`src/rtl/node_interface.sv`:
```
// Network interface between a PE and one switch local port: TX FIFO of flits, RX FIFO of payloads.
// Optional statistics counters are built when NODE_IF_STATS_EN is defined.
module node_interface #(
    parameter int DATA_SIZE = 32,
    parameter int ADDR_SIZE = 4,
    parameter int NODES_NUM = 9,
    parameter int ADDR      = 0,
    parameter int TX_LOG2   = 3,
    parameter int RX_LOG2   = 3
) (
    input  logic                         clk,
    input  logic                         a_rst,
    input  logic                         pe_tx_valid,
    output logic                         pe_tx_ready,
    input  logic [ADDR_SIZE-1:0]         pe_tx_dest,
    input  logic [DATA_SIZE-1:0]         pe_tx_data,
    output logic                         pe_rx_valid,
    input  logic                         pe_rx_ready,
    output logic [DATA_SIZE-1:0]         pe_rx_data,
    output logic [DATA_SIZE+ADDR_SIZE:0] sw_data_o,
    output logic                         sw_wr_ready_out,
    input  logic                         sw_r_ready_in,
    input  logic [DATA_SIZE+ADDR_SIZE:0] sw_data_i,
    input  logic                         sw_wr_ready_in,
    output logic                         sw_r_ready_out,
    output logic                         tx_err,
    output logic                         rx_err,
    output logic [15:0]                  stat_tx,
    output logic [15:0]                  stat_rx,
    output logic [15:0]                  stat_drop
);
    localparam int BUS_SIZE = DATA_SIZE + ADDR_SIZE + 1;
    localparam int TX_DEPTH = 1 << TX_LOG2;
    localparam int RX_DEPTH = 1 << RX_LOG2;
    localparam logic [ADDR_SIZE-1:0] LP_ADDR = ADDR_SIZE'(ADDR);

    logic [BUS_SIZE-1:0]  r_tx_mem [TX_DEPTH];
    logic [TX_LOG2:0]     r_tx_wr, r_tx_rd;
    logic [DATA_SIZE-1:0] r_rx_mem [RX_DEPTH];
    logic [RX_LOG2:0]     r_rx_wr, r_rx_rd;
    logic                 r_tx_err, r_rx_err;

    logic w_tx_full, w_tx_empty, w_rx_full, w_rx_empty;
    logic w_tx_acc, w_tx_bad, w_tx_push, w_tx_pop, w_tx_drop;
    logic w_rx_acc, w_rx_good, w_rx_push, w_rx_pop, w_rx_drop;

    // Full when the wrap bits differ but the index bits match.
    assign w_tx_empty = (r_tx_wr == r_tx_rd);
    assign w_tx_full  = (r_tx_wr[TX_LOG2] != r_tx_rd[TX_LOG2]) &&
                        (r_tx_wr[TX_LOG2-1:0] == r_tx_rd[TX_LOG2-1:0]);
    assign w_rx_empty = (r_rx_wr == r_rx_rd);
    assign w_rx_full  = (r_rx_wr[RX_LOG2] != r_rx_rd[RX_LOG2]) &&
                        (r_rx_wr[RX_LOG2-1:0] == r_rx_rd[RX_LOG2-1:0]);

    assign w_tx_acc  = pe_tx_valid & ~w_tx_full;
    assign w_tx_bad  = (pe_tx_dest == LP_ADDR) ||
                       ({{(32-ADDR_SIZE){1'b0}}, pe_tx_dest} >= 32'(NODES_NUM));
    assign w_tx_push = w_tx_acc & ~w_tx_bad;
    assign w_tx_drop = w_tx_acc & w_tx_bad;
    assign w_tx_pop  = ~w_tx_empty & sw_r_ready_in;

    assign w_rx_acc  = sw_wr_ready_in & ~w_rx_full;
    assign w_rx_good = sw_data_i[BUS_SIZE-1] && (sw_data_i[DATA_SIZE +: ADDR_SIZE] == LP_ADDR);
    assign w_rx_push = w_rx_acc & w_rx_good;
    assign w_rx_drop = w_rx_acc & ~w_rx_good;
    assign w_rx_pop  = ~w_rx_empty & pe_rx_ready;

    assign pe_tx_ready     = ~w_tx_full;
    assign sw_wr_ready_out = ~w_tx_empty;
    assign sw_data_o       = r_tx_mem[r_tx_rd[TX_LOG2-1:0]];
    assign sw_r_ready_out  = ~w_rx_full;
    assign pe_rx_valid     = ~w_rx_empty;
    assign pe_rx_data      = r_rx_mem[r_rx_rd[RX_LOG2-1:0]];
    assign tx_err          = r_tx_err;
    assign rx_err          = r_rx_err;

    // Memories are cleared too so the data outputs read 0 out of reset.
    always_ff @(posedge clk or negedge a_rst) begin
        if (!a_rst) begin
            r_tx_wr  <= '0;
            r_tx_rd  <= '0;
            r_tx_err <= 1'b0;
            for (int i = 0; i < TX_DEPTH; i++) r_tx_mem[i] <= '0;
        end else begin
            if (w_tx_push) begin
                r_tx_mem[r_tx_wr[TX_LOG2-1:0]] <= {1'b1, pe_tx_dest, pe_tx_data};
                r_tx_wr <= r_tx_wr + 1'b1;
            end
            if (w_tx_pop) r_tx_rd <= r_tx_rd + 1'b1;
            r_tx_err <= w_tx_drop;
        end
    end

    always_ff @(posedge clk or negedge a_rst) begin
        if (!a_rst) begin
            r_rx_wr  <= '0;
            r_rx_rd  <= '0;
            r_rx_err <= 1'b0;
            for (int i = 0; i < RX_DEPTH; i++) r_rx_mem[i] <= '0;
        end else begin
            if (w_rx_push) begin
                r_rx_mem[r_rx_wr[RX_LOG2-1:0]] <= sw_data_i[DATA_SIZE-1:0];
                r_rx_wr <= r_rx_wr + 1'b1;
            end
            if (w_rx_pop) r_rx_rd <= r_rx_rd + 1'b1;
            r_rx_err <= w_rx_drop;
        end
    end

`ifdef NODE_IF_STATS_EN
    logic [15:0] r_stat_tx, r_stat_rx, r_stat_drop;

    function automatic logic [15:0] sat_add16(input logic [15:0] cnt, input logic [1:0] inc);
        logic [16:0] sum;
        sum = {1'b0, cnt} + {15'b0, inc};
        return sum[16] ? 16'hFFFF : sum[15:0];
    endfunction

    always_ff @(posedge clk or negedge a_rst) begin
        if (!a_rst) begin
            r_stat_tx   <= '0;
            r_stat_rx   <= '0;
            r_stat_drop <= '0;
        end else begin
            r_stat_tx   <= sat_add16(r_stat_tx, {1'b0, w_tx_pop});
            r_stat_rx   <= sat_add16(r_stat_rx, {1'b0, w_rx_push});
            r_stat_drop <= sat_add16(r_stat_drop, {1'b0, w_tx_drop} + {1'b0, w_rx_drop});
        end
    end

    assign stat_tx   = r_stat_tx;
    assign stat_rx   = r_stat_rx;
    assign stat_drop = r_stat_drop;
`else
    assign stat_tx   = '0;
    assign stat_rx   = '0;
    assign stat_drop = '0;
`endif

endmodule
```
`config.mk`:
```
export PLATFORM = sky130hd
export DESIGN_NAME = node_interface
export DESIGN_NICKNAME = d
export VERILOG_FILES = /design/src/rtl/node_interface.sv
export SDC_FILE = /design/constraint.sdc
export NUM_CORES = 1
export LEC_CHECK = 0
export CAP_MARGIN = 20
export CORE_UTILIZATION = 35
export DETAILED_ROUTE_END_ITERATION = 6
export PLACE_DENSITY_LB_ADDON = 0.25
export SLEW_MARGIN = 25
export SYNTH_ARGS = -nofsm -noshare
export SYNTH_HDL_FRONTEND = slang
export SYNTH_SLANG_ARGS = --single-unit
```
`constraint.sdc`:
```
create_clock -name clk -period 3 [get_ports clk]
set_input_delay 0.6 -clock clk [delete_from_list [all_inputs] [get_ports clk]]
set_output_delay 0.6 -clock clk [all_outputs]
set_load 0.02 [all_outputs]
```
==> summary.txt, run 1 <==
Timing
  • Fin Setup TNS: -0.626 ns
  • Slew Viols, Final: 0
  • Worst Max-Slew Pin Slew: 0.797 ns
  • Final Hold Viols: 0
  • Fin crit share: 1.03
  • PnR worst setup slack: -0.102 ns
  • Clock skew: 0.0268 ns
  • Min Tclk post-route: ~3.1 ns
  • Max-slew headroom: 0.469
  • Peak Freq: 322 MHz
  • Final setup viols: 14
  • RSZ-0062 raised after global routing: true

Die
  • Die height: 274 µm
  • IO Pins: 202
  • Initial Utilization: 0.355
  • Area of the die: 75300 µm²
  • Die width: 274 µm
  • Std-Cell Rows: 99
  • Core area: 73200 µm²

Setup path
  • WS Path Type: register to primary output
  • Critical path's largest stage delay: 0.51 ns
  • Most numerous cell on the critical path: buf_12
  • Critical path, cell by cell: buf_12 > buf_12 > buf_8 > buf_16 > mux4_2 > mux2_4 > buf_6
  • WP data required: 2.40 ns
  • Crit path launch type: register
  • Reg2Reg Setup Slack: 0.21 ns
  • WP data arrival: about 2.5 ns
  • Reg2Reg Depth: 9
  • Crit. End Element: primary output
  • CP max FO: 5
  • Slowest-stage cell, CP: dfrtp_4

Power and ir drop
  • Power per cell area: 994 nW/µm²
  • Leakage Power: 0.0148 µW
  • Peak supply drop: 0.569 mV

Yosys
  • Count of cell types in the netlist: 43
  • Top_reg_cell synth: dfrtp_1
  • Post-Syn Area: 26000 µm²
  • Synth Warn #: 0
  • Synth top area cells: dfrtp_1 55%, mux2_2 22%, mux4_2 12%
  • Register area share after synthesis: 0.549
  • Area fraction of the dominant cell type after synthesis: 0.549
  • Ys async rst share: 1.00
  • Post-synth EDFFs: 0
  • Syn Inst Count: roughly 1600
  • Avg Cell Area, Syn: 16.5 µm²
  • Post-synth top area cell: dfrtp_1
  • Synthesis-stage register bit count: 570

Detailed routing
  • Residual DRC: 13
  • DR vias: 14300
  • Avg Vias per Cell: between 5 and 6
  • 1st-iter DRT viols: 645
  • Post-route ant nets: 0
  • Final wirelength: between 60000 and 70000 µm
  • Post-detailed-route wirelength per cell: about 22 µm
  • DRT Pass-1 Iters: 7

Run status
  • Outcome: finished with violations
  • Violated checks: design-rule violations, negative setup slack

Global routing
  • Initial antenna violation count: 5
  • GRT overflow: 0
  • Vias in the first global route: 16000
  • GRT Util Overall: 0.167
  • Largest net degree at the start of global routing: 78
  • First-pass GRT wire length: 96300 µm

Job
  • MaxCap Viol Count: 0

Finish
  • Design Area, Final: roughly 32000 µm²
  • P&R area growth vs syn: 24.4%
  • Fin nets: 1894
  • Finished Core Util: 0.441
  • Share of layout cells above drive strength 1: 0.527
  • Fill cells: 6425

Placed design
  • Post-placement cell area: 29200 µm²
  • Final Wtd Congestion: 0.742
  • DP HPWL: 37600 µm
  • DP Worst Slack: 0.00133 ns
  • PortBufs: approximately 150

Hold path
  • Hold Path Class: primary input to asynchronous set/reset pin

Clocking
  • Root buf cell: clkbuf_16
  • H-tree levels: 3
  • Post-CTS Hold Fix Bufs: 0
  • Worst-Skew Late Latency: 0.61 ns
  • Num CTS Buffers: between 60 and 70
  • CTS tree: built
  • CTS Buffer Depth: 3
  • TritonCTS Sinks: 570
  • Clock-pin slew on the worst setup and hold paths: about 0.060 ns
-- per-stage QoR --
step | std cells | hold WS, ns | total power (µW)
floorplan | 1618 | 0.304 | 18500
global placement | 2661 | 0.444 | 22300
detailed placement | 2661 | 0.448 | 22700
CTS | 2816 | 0.0207 | 32400
global route | 2822 | 0.0412 | 33800
finish | 2822 | 0.00765 | 32100
-- metal layers --
metal,part of all wire,global-route usage
met1,0.44,0.219
met4,0.022,0.0506
met3,0.039,0.0336
met5,0.00074,0
met2,0.50,0.277
-- where the power goes --
part           leakage, µW  internal (µW)  switching (µW)  total, µW
Sequential         0.00741          10000            1290      11300
Combinational      0.00625           7270            5170      12400
Clock              0.00112           5050            3330       8370
Total               0.0148          22300            9790      32100
-- cells in the mapped netlist (2+ instances only) --
| cell type | count |
|---|---|
| xnor2_1 | 16 |
| dfrtp_1 | 570 |
| xor2_1 | 8 |
| and3_1 | 6 |
| buf_2 | 59 |
| ha_1 | 4 |
| or4b_1 | 3 |
| nor2_1 | 3 |
| clkbuf_1 | 37 |
| nor4_2 | 3 |
| nand3_1 | 5 |
| buf_6 | 9 |
| nand3b_1 | 2 |
| nand2_1 | 2 |
| mux2_2 | 516 |
| mux4_2 | 138 |
| nand2b_1 | 4 |
| nor3_1 | 2 |
| nand4_1 | 6 |
| buf_1 | 2 |
| buf_4 | 48 |
| mux2_1 | 101 |
| xor2_2 | 2 |
| or2_2 | 4 |
| and4b_1 | 3 |
-- path summary, 6_finish.rpt --
check	startpoint	endpoint
setup / recovery	r_tx_rd[0]	sw_data_o[15]
hold / removal	a_rst	rx_err
setup reg to reg	r_rx_rd[0]	r_rx_mem[52]
hold reg to reg	r_tx_mem[295]	r_tx_mem[295]
max in group asynchronous	a_rst	r_tx_mem[148]
min in group clk	r_tx_mem[295]	r_tx_mem[295]
-- cells by family after synthesis --
logic type      count (synthesis)  share of synthesized area
compound gates                  2                   0.000723
xor+xnor                       26                    0.00935
flops                         570                      0.549
mux                           755                      0.387
fa+ha+maj                       4                    0.00193
simple gates                   55                     0.0159
buf+inv                       158                     0.0353
other cells                     1                   0.000144
-- worst max-delay path, delay by kind of cell, from the launching register on --
family | cells | cell delay [ns]
buffers and inverters | 5 | 0.67
DFF | 1 | 0.51
muxes | 2 | 0.72
-- cells in the final DEF (no fill, tap or decap), drive strengths merged, types with 4 or more instances in the layout --
| master | Yosys | routed |
|---|---|---|
| nand2b | 4 | 4 |
| clkinv | 0 | 9 |
| clkdlybuf4s50 | 0 | 79 |
| or4b | 4 | 4 |
| bufinv | 0 | 5 |
| or2 | 4 | 4 |
| nand4 | 7 | 7 |
| mux2 | 617 | 617 |
| xor2 | 10 | 10 |
| conb | 1 | 48 |
| ha | 4 | 4 |
| buf | 118 | 196 |
| xnor2 | 16 | 16 |
| nand3 | 5 | 5 |
| clkbuf | 38 | 100 |
| dfrtp | 570 | 570 |
| mux4 | 138 | 138 |
| inv | 2 | 8 |
| and3 | 6 | 6 |
| nor4 | 5 | 5 |
-- layout make-up --
type                       count  area (µm²)  share of cell area
antenna                        1        2.50           0.0000775
clock buffer                 100        1970              0.0611
clock inverter                21         317             0.00980
inverter                       2        7.51            0.000232
multi-input combinational    890       11200               0.346
sequential                   570       14300               0.442
tap                          959        1200              0.0372
timing repair buffer         279        3350               0.104
-- what timing repair did --
action	4_1_cts	5_1_grt
gates resized for setup	419	57
pin swaps	2	0
endpoints found under the setup margin	72	53
setup buffers	24	11
gates cloned	10	0
-- registers in the layout, indices dropped and copies added, names as in the netlist --
signal,flops
r_rx_mem,256
r_rx_rd,4
r_rx_wr,4
r_tx_mem,296
r_tx_rd,4
r_tx_wr,4
rx_err,1
tx_err,1
(Power assumes the default switching activity.)
==> run 2, diff against run 1 <==
- SETUP_SLACK_MARGIN: not set -> 0.2
- SLEW_MARGIN: 25 -> not set
==> run 2 against run 1 <==
  * The flow still finishes with violations (design-rule violations, negative setup slack)
  * Register-to-register slack better by 0.07 ns
  * Non-clock buffer count is 2 higher
  * Worst hold slack worse by 0.0045 ns
  * Via count is 0.56% higher
  * Maximum frequency is 3.2% higher
  * Sequential share of layout area is 0.54 points lower
  * Total power is 2.9% higher
  * Flip-flop and latch count stayed put
==> summary.txt, run 2 (synthesized netlist as in run 1, its figures left out) <==
Run status
  • Outcome: finished with violations
  • Violated checks: design-rule violations, negative setup slack

Clocking
  • CTS Buffer Depth: 3
  • Worst-Skew Late Latency: 0.61 ns
  • CTS tree: built
  • Post-CTS Hold Fix Bufs: 0
  • Clock-pin slew on the worst setup and hold paths: 0.06 ns
  • Num CTS Buffers: 68
  • TritonCTS Sinks: 570
  • H-tree levels: 3
  • Root buf cell: clkbuf_16

Detailed routing
  • Avg Vias per Cell: 5.11
  • 1st-iter DRT viols: 634
  • DRT Pass-1 Iters: 7
  • Post-detailed-route wirelength per cell: 21.8 µm
  • DR vias: ~14000
  • Final wirelength: 61400 µm
  • Residual DRC: 10
  • Post-route ant nets: 0

Timing
  • WHS: between 0.003 and 0.004 ns
  • Worst Max-Slew Pin Slew: 0.802 ns
  • Peak Freq: between 300 and 400 MHz
  • Final setup viols: 4
  • Final Hold Viols: 0
  • Fin crit share: 1.00
  • Slew Viols, Final: 0
  • RSZ-0062 raised after global routing: true
  • Max-slew headroom: 0.466
  • Clock skew: around 0.027 ns
  • Min Tclk post-route: 3.01 ns
  • PnR worst setup slack: -0.00549 ns

Global routing
  • Initial antenna violation count: 4
  • Vias in the first global route: between 15000 and 20000
  • First-pass GRT wire length: 96700 µm
  • GRT overflow: 0
  • GRT Util Overall: 0.167
  • Largest net degree at the start of global routing: 78

Setup path
  • Crit. End Element: primary output
  • WP data required: 2.40 ns
  • WP data arrival: 2.41 ns
  • Reg2Reg Depth: 11
  • Reg2Reg Setup Slack: 0.28 ns
  • CP max FO: 6
  • Crit path launch type: register
  • WS Path Type: register to primary output
  • R2R Path End: r_tx_mem[83]
  • R2r startpoint: r_tx_rd[0]

Power and ir drop
  • Power per cell area: 1010 nW/µm²
  • Leakage Power: 0.0151 µW
  • Peak supply drop: 0.625 mV

Die
  • Die width: 274 µm
  • Die height: about 270 µm
  • Initial Utilization: 0.355
  • IO Pins: 202
  • Area of the die: 75300 µm²
  • Core area: 73200 µm²
  • Std-Cell Rows: 99

Placed design
  • DP HPWL: 37600 µm
  • Final Wtd Congestion: approximately 0.74
  • PortBufs: approximately 150
  • Cells after DPL: 2661
  • DP Worst Slack: roughly 0.0013 ns

Finish
  • Most frequent cells in the layout: 564 x dfrtp_1, 425 x mux2_2, 138 x mux4_2
  • Top flop regs: r_tx_mem (296), r_rx_mem (256)
  • P&R area growth vs syn: 25.9%
  • Share of layout cells above drive strength 1: 0.530
  • Fin nets: ~1900
  • Commonest non-fill, non-tap cell in the layout: dfrtp_1
  • Largest Register: r_tx_mem
  • Finished Layout Cells: 2823
  • ANT cells: 0
  • Max FFs per register: between 200 and 300

Job
  • MaxCap Viol Count: 0

Hold path
  • Hold Path Class: primary input to asynchronous set/reset pin
run 2: cell count changes in the layout (fill, tap and decap cells not counted), moves of 3 or more:
cell,previous run,this run
mux2_2,475,425
mux2_4,41,91
buf_6,54,68
buf_2,23,10
clkbuf_16,69,72
dlygate4sd2_1,3,0
run 2: final cells by class:
class / instances / area [µm²]
Clock inverter: 21 / 317
Fill cell: 6390 / 40500
Timing Repair Buffer: 281 / 3530
Sequential cell: 570 / 14300
Clock buffer: 100 / 1970
Tap cell: 959 / 1200
Inverter: 2 / 7.51
Multi-Input combinational cell: 890 / 11400
run 2: worst max-delay path, cell delays in order (launching register included):
cell and delay, ns:
dfrtp_4 0.51, buf_12 0.15, buf_12 0.14, buf_12 0.14, mux4_2 0.42, mux2_4 0.29, buf_6 0.14
run 2: worst max path at each step:
stage / start / endpoint / cells past startpoint
floorplan: r_tx_rd[0] / sw_data_o[0] / 5
global placement: sw_data_i[33] / r_rx_mem[56] / 7
detailed placement: sw_data_i[33] / r_rx_mem[49] / 7
CTS: r_tx_rd[0] / sw_data_o[16] / 6
global route: r_rx_rd[0] / pe_rx_data[21] / 6
finish: r_tx_rd[0] / sw_data_o[16] / 6
run 2: where the power goes:
group / switching (µW) / internal, µW / leakage [µW]
registers: 1320 / 10000 / 0.00741
clock network: 3330 / 5050 / 0.00112
logic: 5350 / 7980 / 0.00656
total: 10000 / 23000 / 0.0151
run 2: per-stage QoR:
stage,setup TNS (ns),power (µW),area [µm²],utilization
after global placement,-0.278,22300,29200,0.399
after CTS,-1.75,33000,32300,0.441
after floorplan,0,18500,26100,-
after global routing,-2.48,34700,32700,0.447
after detailed placement,0,22700,29200,0.399
final,-0.0103,33000,32700,0.447
run 2: routing by layer:
| metal | GRT usage | wire length, µm |
|---|---|---|
| met1 | 0.221 | 27300 |
| met2 | 0.279 | 30600 |
| met3 | 0.0337 | 2350 |
| met4 | 0.0455 | 1190 |
| met5 | 0 | 48 |
run 2: repair_timing:
item | 4_1_cts | 5_1_grt
buffers inserted | 25 | 4
gates cloned | 10 | 2
pin swaps | 2 | 2
gates resized for setup | 472 | 82
endpoints found under the setup margin | 73 | 74
